### src/rtl/acc_mq_datapath.sv
// rtl/acc_mq_datapath.sv - WIDTH-bit Acc/MQ/DR datapath with single-cycle ALU and shift-add multiply
// Ports:
//   clock, reset_n        rising-edge clock, asynchronous active-low reset
//   INS, start            opcode and op strobe, accepted only while RDY is high
//   LDAcc, LDMQ, LDDR     load the selected register(s) from inBUS (IDLE, no start)
//   STAcc, STMQ, STDR     OR the selected register(s) onto outBUS (combinational)
//   inBUS, outBUS         shared load / store buses
//   RDY, done             idle indicator, one-cycle multiply-complete pulse
//   flagC, flagV, flagZ   carry / no-borrow, signed overflow, zero
module acc_mq_datapath #(
  parameter int WIDTH = 8
) (
  input  logic             clock,
  input  logic             reset_n,
  input  logic [2:0]       INS,
  input  logic             start,
  input  logic             LDAcc,
  input  logic             LDMQ,
  input  logic             LDDR,
  input  logic             STAcc,
  input  logic             STMQ,
  input  logic             STDR,
  input  logic [WIDTH-1:0] inBUS,
  output logic [WIDTH-1:0] outBUS,
  output logic             RDY,
  output logic             done,
  output logic             flagC,
  output logic             flagV,
  output logic             flagZ
);

  localparam int CW  = $clog2(WIDTH) + 1;
  localparam int MSB = WIDTH - 1;

  localparam logic [2:0] OP_NOP  = 3'b000;
  localparam logic [2:0] OP_ADD  = 3'b001;
  localparam logic [2:0] OP_SUB  = 3'b010;
  localparam logic [2:0] OP_AND  = 3'b011;
  localparam logic [2:0] OP_OR   = 3'b100;
  localparam logic [2:0] OP_XOR  = 3'b101;
  localparam logic [2:0] OP_MULU = 3'b110;
  localparam logic [2:0] OP_MULS = 3'b111;

  typedef enum logic [1:0] {S_IDLE, S_MUL, S_FIN} state_t;

  state_t            state_q, state_d;
  logic [WIDTH-1:0]  acc_q, acc_d;
  logic [WIDTH-1:0]  mq_q, mq_d;
  logic [WIDTH-1:0]  dr_q, dr_d;
  logic [CW-1:0]     cnt_q, cnt_d;
  logic              muls_q, muls_d;
  logic              c_q, c_d, v_q, v_d, z_q, z_d;

  // ALU results carry one extra bit so carry / borrow fall out directly.
  logic [WIDTH:0] add_r, sub_r;
  assign add_r = {1'b0, acc_q} + {1'b0, dr_q};
  assign sub_r = {1'b0, acc_q} - {1'b0, dr_q};

  // Multiply iteration. Operands are extended to WIDTH+1 bits (sign-extended
  // for MULS) so bit WIDTH of the sum is the bit shifted into Acc's MSB:
  // the carry for MULU, the true sign of the partial product for MULS.
  // MULS subtracts DR on the last iteration because MQ's MSB has negative weight.
  logic           last_iter, do_sub, add_en;
  logic [WIDTH:0] acc_ext, dr_ext, addend, mul_sum;
  assign last_iter = (cnt_q == CW'(WIDTH - 1));
  assign do_sub    = muls_q & last_iter;
  assign add_en    = mq_q[0];
  assign acc_ext   = {muls_q & acc_q[MSB], acc_q};
  assign dr_ext    = {muls_q & dr_q[MSB], dr_q};
  assign addend    = add_en ? (do_sub ? ~dr_ext : dr_ext) : '0;
  assign mul_sum   = acc_ext + addend + {{WIDTH{1'b0}}, add_en & do_sub};

  always_comb begin
    state_d = state_q;
    acc_d   = acc_q;
    mq_d    = mq_q;
    dr_d    = dr_q;
    cnt_d   = cnt_q;
    muls_d  = muls_q;
    c_d     = c_q;
    v_d     = v_q;
    z_d     = z_q;
    case (state_q)
      S_IDLE: begin
        if (start) begin
          case (INS)
            OP_NOP: ;
            OP_ADD: begin
              acc_d = add_r[MSB:0];
              c_d   = add_r[WIDTH];
              v_d   = (acc_q[MSB] == dr_q[MSB]) && (add_r[MSB] != acc_q[MSB]);
              z_d   = (add_r[MSB:0] == '0);
            end
            OP_SUB: begin
              acc_d = sub_r[MSB:0];
              c_d   = ~sub_r[WIDTH];
              v_d   = (acc_q[MSB] != dr_q[MSB]) && (sub_r[MSB] != acc_q[MSB]);
              z_d   = (sub_r[MSB:0] == '0);
            end
            OP_AND: begin
              acc_d = acc_q & dr_q;
              c_d   = 1'b0;
              v_d   = 1'b0;
              z_d   = ((acc_q & dr_q) == '0);
            end
            OP_OR: begin
              acc_d = acc_q | dr_q;
              c_d   = 1'b0;
              v_d   = 1'b0;
              z_d   = ((acc_q | dr_q) == '0);
            end
            OP_XOR: begin
              acc_d = acc_q ^ dr_q;
              c_d   = 1'b0;
              v_d   = 1'b0;
              z_d   = ((acc_q ^ dr_q) == '0);
            end
            OP_MULU, OP_MULS: begin
              acc_d   = '0;
              cnt_d   = '0;
              muls_d  = INS[0];
              c_d     = 1'b0;
              v_d     = 1'b0;
              state_d = S_MUL;
            end
          endcase
        end else begin
          if (LDAcc) acc_d = inBUS;
          if (LDMQ)  mq_d  = inBUS;
          if (LDDR)  dr_d  = inBUS;
        end
      end
      S_MUL: begin
        acc_d = {mul_sum[WIDTH], mul_sum[MSB:1]};
        mq_d  = {mul_sum[0], mq_q[MSB:1]};
        cnt_d = cnt_q + CW'(1);
        if (last_iter) begin
          z_d     = ({acc_d, mq_d} == '0);
          state_d = S_FIN;
        end
      end
      S_FIN:   state_d = S_IDLE;
      default: state_d = S_IDLE;
    endcase
  end

  always_ff @(posedge clock or negedge reset_n) begin
    if (!reset_n) begin
      state_q <= S_IDLE;
      acc_q   <= '0;
      mq_q    <= '0;
      dr_q    <= '0;
      cnt_q   <= '0;
      muls_q  <= 1'b0;
      c_q     <= 1'b0;
      v_q     <= 1'b0;
      z_q     <= 1'b0;
    end else begin
      state_q <= state_d;
      acc_q   <= acc_d;
      mq_q    <= mq_d;
      dr_q    <= dr_d;
      cnt_q   <= cnt_d;
      muls_q  <= muls_d;
      c_q     <= c_d;
      v_q     <= v_d;
      z_q     <= z_d;
    end
  end

  assign outBUS = ({WIDTH{STAcc}} & acc_q) | ({WIDTH{STMQ}} & mq_q) | ({WIDTH{STDR}} & dr_q);
  assign RDY    = (state_q == S_IDLE);
  assign done   = (state_q == S_FIN);
  assign flagC  = c_q;
  assign flagV  = v_q;
  assign flagZ  = z_q;

endmodule
### config.mk
export PLATFORM = sky130hd
export DESIGN_NAME = acc_mq_datapath
export DESIGN_NICKNAME = d
export VERILOG_FILES = /design/src/rtl/acc_mq_datapath.sv
export SDC_FILE = /design/constraint.sdc
export NUM_CORES = 1
export LEC_CHECK = 0
export ABC_AREA = 1
export CAP_MARGIN = 10
export CORE_MARGIN = 10
export CORE_UTILIZATION = 25
export DETAILED_ROUTE_END_ITERATION = 8
export SETUP_SLACK_MARGIN = 0.02
export SLEW_MARGIN = 30
export SYNTH_ARGS = -nofsm -noshare
export SYNTH_HDL_FRONTEND = slang
export SYNTH_SLANG_ARGS = --single-unit
### constraint.sdc
create_clock -name clock -period 2.9 [get_ports clock]
set_clock_uncertainty 0.2 [all_clocks]
set_input_delay 0.435 -clock clock [delete_from_list [all_inputs] [get_ports clock]]
set_output_delay 0.435 -clock clock [all_outputs]
set_load 0.02 [all_outputs]
### Word level (Yosys, flattened, before mapping)

Index checks and enable logic that the tools add are counted.

| storage, ports and cells | value |
|---|---|
| output and inout bits | 13 |
| logic and storage cells | 94 |
| flip-flop bits (word level) | 34 |
| input bits | 20 |

| operators by class | value |
|---|---|
| muxes and demuxes | 22 |
| add/subtract/negate cells | 5 |
| bitwise logic cells | 15 |
| reduce and logical (&&, ||, !) cells | 21 |
| equality and inequality tests | 22 |

Operators by type and width:

| cell | number |
|---|---|
| case mux 8 bit (6 select lines) | 1 |
| zero test 8 bit | 5 |
| bitwise AND 8 bit | 4 |
| two-way mux 8 bit | 4 |
| case mux 8 bit (2 select lines) | 2 |
| OR 8 bit | 3 |
| AND reduction 3 bit | 7 |
| two-way mux 9 bit | 2 |
| zero test 16 bit | 1 |
| == test 3 bit (second input constant) | 4 |
| adder 8 x 8 -> 9 bit | 1 |
| adder 9 x 1 -> 9 bit | 1 |
| adder 9 bit | 1 |
| NOT 9 bit | 1 |
| subtractor 8 x 8 -> 9 bit | 1 |
| two-way mux 4 bit | 2 |
| != test 2 bit (second input constant) | 4 |
| != test 8 x 2 -> 1 bit (second input constant) | 1 |
| case mux 4 bit (2 select lines) | 1 |
| XOR 8 bit | 1 |
| == test 3 x 2 -> 1 bit (second input constant) | 2 |
| two-way mux 2 bit | 3 |
| != test 6 x 1 -> 1 bit (second input constant) | 1 |
| case mux 1 bit (3 select lines) | 2 |
| other kinds (22) | 30 |

### Depth between registers and ports, before layout

Gate-level depths: netlist of the first run.

| depth | value |
|---|---|
| depth after elaboration | 9 |
| depth in mapped cells | 20 |
| gate-level depth less buffers | 19 |

### Worst setup path before layout of the first run

No wires, ideal clock.

| path | value |
|---|---|
| path kind | register -> register |
| from | register cnt_q[0] |
| to | register z_q (netlist: flagZ) |
| data arrival time | 2.803 ns |
| buffers on the path | 1 |
| slack | -0.168 ns |
| clock period less this slack | 3.068 ns |
| setup time | 0.065 ns |
| data required time | 2.635 ns |
| cell stages (with the launch flop) | 21 |
| cell sequence | dfrtp_1 > ha_1 > nand4_1 > clkbuf_1 > o21ai_0 > a21oi_1 > fa_1 > inv_1 > fa_1 > inv_1 > nand3_1 > nand3_1 > xor2_1 > nand2_1 > nor2_1 > nand3_1 > nor2_1 > nand2_1 > nand2_1 > nand2_1 > nand2_1 |

| on the way | value |
|---|---|
| cells in the longest elaborated chain, start to end | 9 |
| elaborated cells between the ends (all ways) | 12 |
| classes of those cells | add/sub (2); eq/ne (2); mux (4); bitwise (2); reduce/logical (2) |

RTL lines:

| item | RTL line | text |
|---|---|---|
| start, declared | 50 | `logic [CW-1:0] cnt_q, cnt_d;` |
| start signal, assigned | 163 | `cnt_q <= cnt_d;` |
| == test 4 x 3 -> 1 bit (*) | 65 | `assign last_iter = (cnt_q == CW'(WIDTH - 1));` |
| bitwise AND 1 bit | 66 | `assign do_sub = muls_q & last_iter;` |
| two-way mux 9 bit (2 in a row) | 70 | `assign addend = add_en ? (do_sub ? ~dr_ext : dr_ext) : '0;` |
| adder 9 bit | 71 | `assign mul_sum = acc_ext + addend + {{WIDTH{1'b0}}, add_en & do_sub};` |
| adder 9 x 1 -> 9 bit | 71 |  |
| zero test 16 bit | 138 | `z_d = ({acc_d, mq_d} == '0);` |
| two-way mux 1 bit | 137 | `if (last_iter) begin` |
| case mux 1 bit (2 select lines) | 83 | `case (state_q)` |
| end signal, assigned | 167 | `z_q <= z_d;` |
| end, declared | 52 | `logic c_q, c_d, v_q, v_d, z_q, z_d;` |

Every way passes the cells marked *; elsewhere a longest branch is shown, timed or not. The select of a mux whose other input is x is not followed.
A chain may end at the register's enable or synchronous reset.

### Worst setup path after layout of the first run

| path | value |
|---|---|
| from | register cnt_q[1] |
| to | register acc_q[7] |

| on the way | value |
|---|---|
| cells in the longest elaborated chain, start to end | 7 |
| elaborated cells between the ends (all ways) | 8 |
| classes of those cells | add/sub (2); eq/ne (1); mux (3); bitwise (2) |

RTL lines:

| item | RTL line | text |
|---|---|---|
| == test 4 x 3 -> 1 bit (*) | 65 |  |
| bitwise AND 1 bit (*) | 66 |  |
| two-way mux 9 bit (2 in a row) | 70 |  |
| adder 9 bit | 71 |  |
| adder 9 x 1 -> 9 bit (*) | 71 |  |
| case mux 8 bit (2 select lines) (*) | 83 |  |
| end signal, assigned | 150 | `acc_q <= '0;` |
| end signal, assigned | 160 | `acc_q <= acc_d;` |
| end, declared | 47 | `logic [WIDTH-1:0] acc_q, acc_d;` |

Every way passes the cells marked *; elsewhere a longest branch is shown, timed or not.

==> results of run 1 <==
==> critical path: cells and delay by family (launching register included) <==
family	cells	cell delay, ps
adder cells (fa/ha/maj)	3	760
flip-flops	1	380
AND/OR/NAND/NOR	9	760
AO/OA/AOI/OAI	2	200
buffers and inverters	6	500
==> kinds of logic after synthesis <==
logic type | synth area share
AOI/OAI and AO/OA | 0.170
adders and majority gates | 0.131
and+or+nand+nor | 0.341
buffers and inverters | 0.110
xor gates and xnor gates | 0.0167
DFF | 0.232
==> stage by stage <==
stage / instance area (um^2) / util / instances / total power [uW] / setup slack (ps)
floorplan: 3690 / - / 567 / 4050 / 66.5
detailed placement: 4270 / 0.295 / 785 / 5300 / -29.4
global route: 4610 / 0.318 / 803 / 7050 / -196
global placement: 4270 / 0.295 / 785 / 5290 / 35.2
finish: 4610 / 0.318 / 803 / 6420 / 2.29
CTS: 4520 / 0.312 / 802 / 6110 / 25.6
==> power breakdown <==
part	internal, uW	switching (uW)
sequential	710	268
clock	318	219
combinational	1920	2980
==> registers in the layout, indices dropped and copies added, names as in the netlist <==
signal / count
acc_q: 8
flagZ: 1
flagC: 1
dr_q: 8
state_q: 2
flagV: 1
mq_q: 8
cnt_q: 4
muls_q: 1
==> layout make-up <==
type	instances	area (um^2)
fill	1549	9870
sequential	34	851
clock buffer	5	125
clock inverter	3	21.3
multi-input combinational	436	2530
inverter	80	300
timing repair buffer	61	552
tap	184	230
==> path summary, 6_finish.rpt <==
check                           endpoint  depth (start not counted)      from  slack, ps
worst max-delay path            acc_q[7]                         20  cnt_q[1]          2
worst min-delay path               flagV                          1   reset_n         40
worst max register to register  acc_q[7]                         20  cnt_q[1]          2
worst min register to register     flagV                          2     flagV        280
max in group asynchronous        dr_q[3]                          1   reset_n       1950
min in group clock                 flagV                          2     flagV        280
==> repair_timing <==
item	in CTS	in global routing
setup endpoints to repair	1	7
gates resized for setup	16	17
pin swaps	15	8
hold buffers	0	0
setup buffers	9	1
==> layer usage <==
metal | up-vias | GRT usage | part of all wire
met2 | 169 | 0.209 | 0.47
met5 | - | 0 | 0
li1 | 1978 | - | -
met3 | 18 | 0.0178 | 0.063
met4 | 0 | 0.0424 | 0.025
met1 | 1891 | 0.165 | 0.44
==> synth_stat cells, types with 3 or more instances <==
cell type / number
nor2_1: 44
xnor2_1: 4
o211ai_1: 5
buf_4: 3
a31oi_1: 7
nand2_2: 3
xor2_1: 3
a21oi_1: 33
nand2_1: 149
fa_1: 4
a211oi_1: 6
dfrtp_1: 34
o21ai_1: 6
nor2_2: 3
nand3_1: 57
o22ai_1: 7
inv_2: 8
nand4_1: 16
inv_1: 71
ha_1: 32
clkbuf_1: 9
o21ai_0: 32
nor3_1: 5
==> results.yml, run 1 <==
power_and_ir_drop:
  power_leakage_uw: 0.00225
  ir_drop_uv: 486
  p_per_area_mw_per_mm2: 1390
job:
  max_cap_violations: 0
logic_synthesis:
  syn-num-nets: 623
  synth_top_area_share: 0.232
  yosys_register_bits: 34
  netlist_top_cells_area: "dfrtp_1, nand2_1, ha_1"
  yosysWarnings: 0
  synth_area_mm2: 0.00367
  yosysTopAreaCell: "dfrtp_1"
  synthDistinctLibCells: 42
  yosysSeqAreaShare: 0.232
  synth-main-ff-cell: "dfrtp_1"
  syn-instance-count: 567
  synth_async_sr_flop_share: 1.00
  syn_avg_cell_area_um2: 6.48
  synth_edf_count: 0
placed_design:
  dp_hpwl_mm: 10.1
  globalplace.congestion: 0.965
  port_buffers: 32
clock_tree:
  htree_levels: 2
  cts_tree: "done"
  path_clk_slew_ps: 60
  numCtsBuffers: 5
  clock_path_buffers: 2
  numClockSinks: 34
  insertion_delay_ps: 280
  clockRootBuffer: "clkbuf_16"
sta:
  tightest_slew_ps: 803
  drv_slew: 0
  max_clock_freq_ghz: 0.345
  hold_slack_ps: 41.1
  period_share: 0.999
  setup_viol: 0
  min_period_ps: 2900
  slew_headroom: 0.465
  finalHoldViolations: 0
  rsz0062_at_grt: "yes"
  final.setup.tns_ps: 0
setup_path:
  cpMostUsedCell: "nand3_2"
  setup.worst_path.end_class: "flop"
  worstSetupPathType: "reg2reg"
  startpoint_type: "flop"
  critPathMaxFanout: 4
  max_stage_delay_ps: 380
  critical_path.cell_chain: "ha_2, nand4_1, buf_6, o21ai_4, a21oi_2, fa_2, inv_2, fa_2, inv_2, nand3_2, nand3_2, buf_4, buf_4, nand4_1, nand2_1, nand3_2, nand3_1, nand3_1, nand2_1, inv_1"
  arrival_ps: 2880
  cp.required_ps: 2880
  cp_slowest_cell: "dfrtp_1"
grt:
  grt_usage: 0.126
  antenna_found_initial: 0
  grt-ovfl-total: 0
  grt_pass1_wl_mm: 20.7
  grt_pass1_vias: 3939
  grt_start_max_net_pins: 35
outcome:
  status: "finished clean"
finish:
  area_growth_pct: 25.4
  mostFrequentLayoutCell: "nand2_1"
  antenna_cells: 0
  final_cell_mix: "nand2_1, inv_1, nand3_1, nor2_1, dfrtp_1"
  drive_above_1_share: 0.137
  nets: 674
drt:
  postRouteWirelength_mm: 12.9
  drc: 0
  drtPass1Iterations: 5
  wl_per_cell_um: 16.1
  dr_total_vias: 4056
  via_per_inst: 5.05
  drt_iter0_drc: 435
  postRouteAntennaNets: 0
floorplan:
  core_region_area_mm2: 0.0145
  rows: 44
  die_x_um: 141
  ios: 33
  start_util: 0.254
  fp.dieH_um: 141
  dieArea_mm2: 0.0199
hold_path:
  hold_path.class: "in2async"
Note: power is estimated with default switching activity, not from simulation.
==> inputs of run 2 (changes only) <==
Settings changed: CORE_MARGIN 10 to not set, RECOVER_POWER set to 100.
==> results.yml, run 2 (synthesized netlist as in run 1, its figures left out) <==
sta:
  finalHoldViolations: 0
  slew_headroom: -0.260
  min_period_ps: 2840
  tightest_slew_ps: 1890
  hold_slack_ps: 282
  rsz0062_at_grt: "yes"
  drv_slew: 35
  period_share: 0.979
  max_clock_freq_ghz: 0.352
  worst_slack_ps: 62.3
  setup_viol: 0
floorplan:
  die_x_um: 123
  ios: 33
  rows: 43
  core_region_area_mm2: 0.0141
  start_util: 0.261
  fp.dieH_um: 123
  dieArea_mm2: 0.0152
clock_tree:
  htree_levels: 2
  cts_tree: "done"
  insertion_delay_ps: 280
  numCtsBuffers: 5
  clock_path_buffers: 2
  clockRootBuffer: "clkbuf_16"
  path_clk_slew_ps: 50
  cts_hold_buf: 0
  numClockSinks: 34
drt:
  postRouteAntennaNets: 0
  postRouteWirelength_mm: 11.8
  dr_total_vias: 3927
  drc: 0
  drtPass1Iterations: 5
  via_per_inst: 4.98
  wl_per_cell_um: 14.9
  drt_iter0_drc: 232
setup_path:
  r2r_end: "flagZ"
  cpMostUsedCell: "nand2_1"
  worst-path-buf-inv: 3
  rr_startpoint: "cnt_q[0]"
  r2r_slack_ps: 60
  setup.worst_path.end_class: "flop"
  startpoint: "cnt_q[0]"
  cp.depth: 18
  critPathMaxFanout: 4
  path_delay_family: "simple AND/OR/NAND/NOR gates"
  max_stage_delay_ps: 530
  r2r_cells: 18
  critical_path.endpoint: "flagZ"
  cp_slowest_cell: "fa_2"
  worstSetupPathType: "reg2reg"
  startpoint_type: "flop"
  cp.required_ps: 2920
  arrival_ps: 2860
  critical_path.cell_chain: "ha_2, nand4_1, buf_6, buf_4, nor2_4, fa_2, inv_2, fa_2, nand4_1, nor2_1, nand3_1, nor2_1, nand3_1, nor2_1, nand2_1, nand2_1, nand2_1, nand2_1"
grt:
  grt_start_max_net_pins: 35
  grt_pass1_vias: 3635
  grt-ovfl-total: 0
  antenna_found_initial: 0
  grt_usage: 0.160
  grt_pass1_wl_mm: 18.6
hold_path:
  min_from: "flagV"
  hold_path.class: "reg2reg"
placed_design:
  globalplace.congestion: 0.973
  dp_slack_ps: -41.3
  port_buffers: 32
  dp_hpwl_mm: 9.56
finish:
  antenna_cells: 0
  fill_cells: 1568
  final_cell_mix: "nand2_1, inv_1, nand3_1, nor2_1, dfrtp_1"
  mostFrequentLayoutCell: "nand2_1"
  ff_latch_area_um2: 851
  reg_top3: "acc_q x8, dr_q x8, mq_q x8"
  drive_above_1_share: 0.110
  multi_input_area_mm2: 0.00249
  nets: 665
  area_growth_pct: 21.8
  fin_util: 0.317
power_and_ir_drop:
  p_per_area_mw_per_mm2: 1340
  power_uw: 5990
  ir_drop_uv: 421
  power_leakage_uw: 0.00219
job:
  max_cap_violations: 1
outcome:
  status: "complete, but fails checks"
  violations: "max-capacitance violations, max-slew violations"
[run 2: cell types whose count changed in the layout (fill, tap and decap cells not counted), sizes merged]
cell      before  now
clkinv         3    1
clkinvlp       1    0
clkbuf         5    8
buf           30   20
[run 2: layout make-up]
class,count,share of cell area
multi-input cells,436,0.557
flip-flops and latches,34,0.190
repair buffers,52,0.105
inverters,80,0.0672
well taps,180,0.0504
clock buffers,7,0.0297
[run 2: tightest hold or removal path: cells and delay by family (launching register included)]
family,cells,cell delay [ps]
AOI/OAI and AO/OA,1,50
DFF,1,330
and+or+nand+nor,1,70
[run 2: layer usage]
layer  wire (um)  track usage  up-vias  share of wire
met4         229       0.0474        0          0.019
met3         565       0.0231       23          0.048
met5           0            0        -              0
met1        5480        0.216     1826           0.47
met2        5500        0.261      117           0.47
li1            -            -     1961              -
[run 2: how the worst min path moves through the flow]
stage                to  slack, ps  depth (start not counted)
2_1_floorplan  acc_q[0]        -60                          0
3_3_place_gp      flagV        270                          2
3_5_place_dp      flagV        270                          2
4_1_cts        cnt_q[3]         80                          1
5_1_grt           flagV        310                          2
6_report          flagV        280                          2
[run 2: metrics by stage]
| stage | cell area, um^2 | std cells | TNS, ps |
|---|---|---|---|
| 6_report | 4470 | 789 | 0 |
| 3_3_place_gp | 4230 | 777 | 0 |
| 4_1_cts | 4410 | 787 | -51.9 |
| 2_1_floorplan | 3690 | 567 | 0 |
| 3_5_place_dp | 4230 | 777 | -41.3 |
| 5_1_grt | 4470 | 789 | -236 |
[run 2: repair_timing]
action / 4_1_cts / 5_1_grt
gates resized for setup: 8 / 11
buffers inserted: 3 / 2
pin swaps: 9 / 8
setup endpoints to repair: 2 / 6
gates cloned: 0 / 0
[run 2: report_power, final]
group / total, uW / internal, uW / switching, uW
logic: 4500 / 1740 / 2760
clock network: 502 / 314 / 188
registers: 983 / 711 / 272
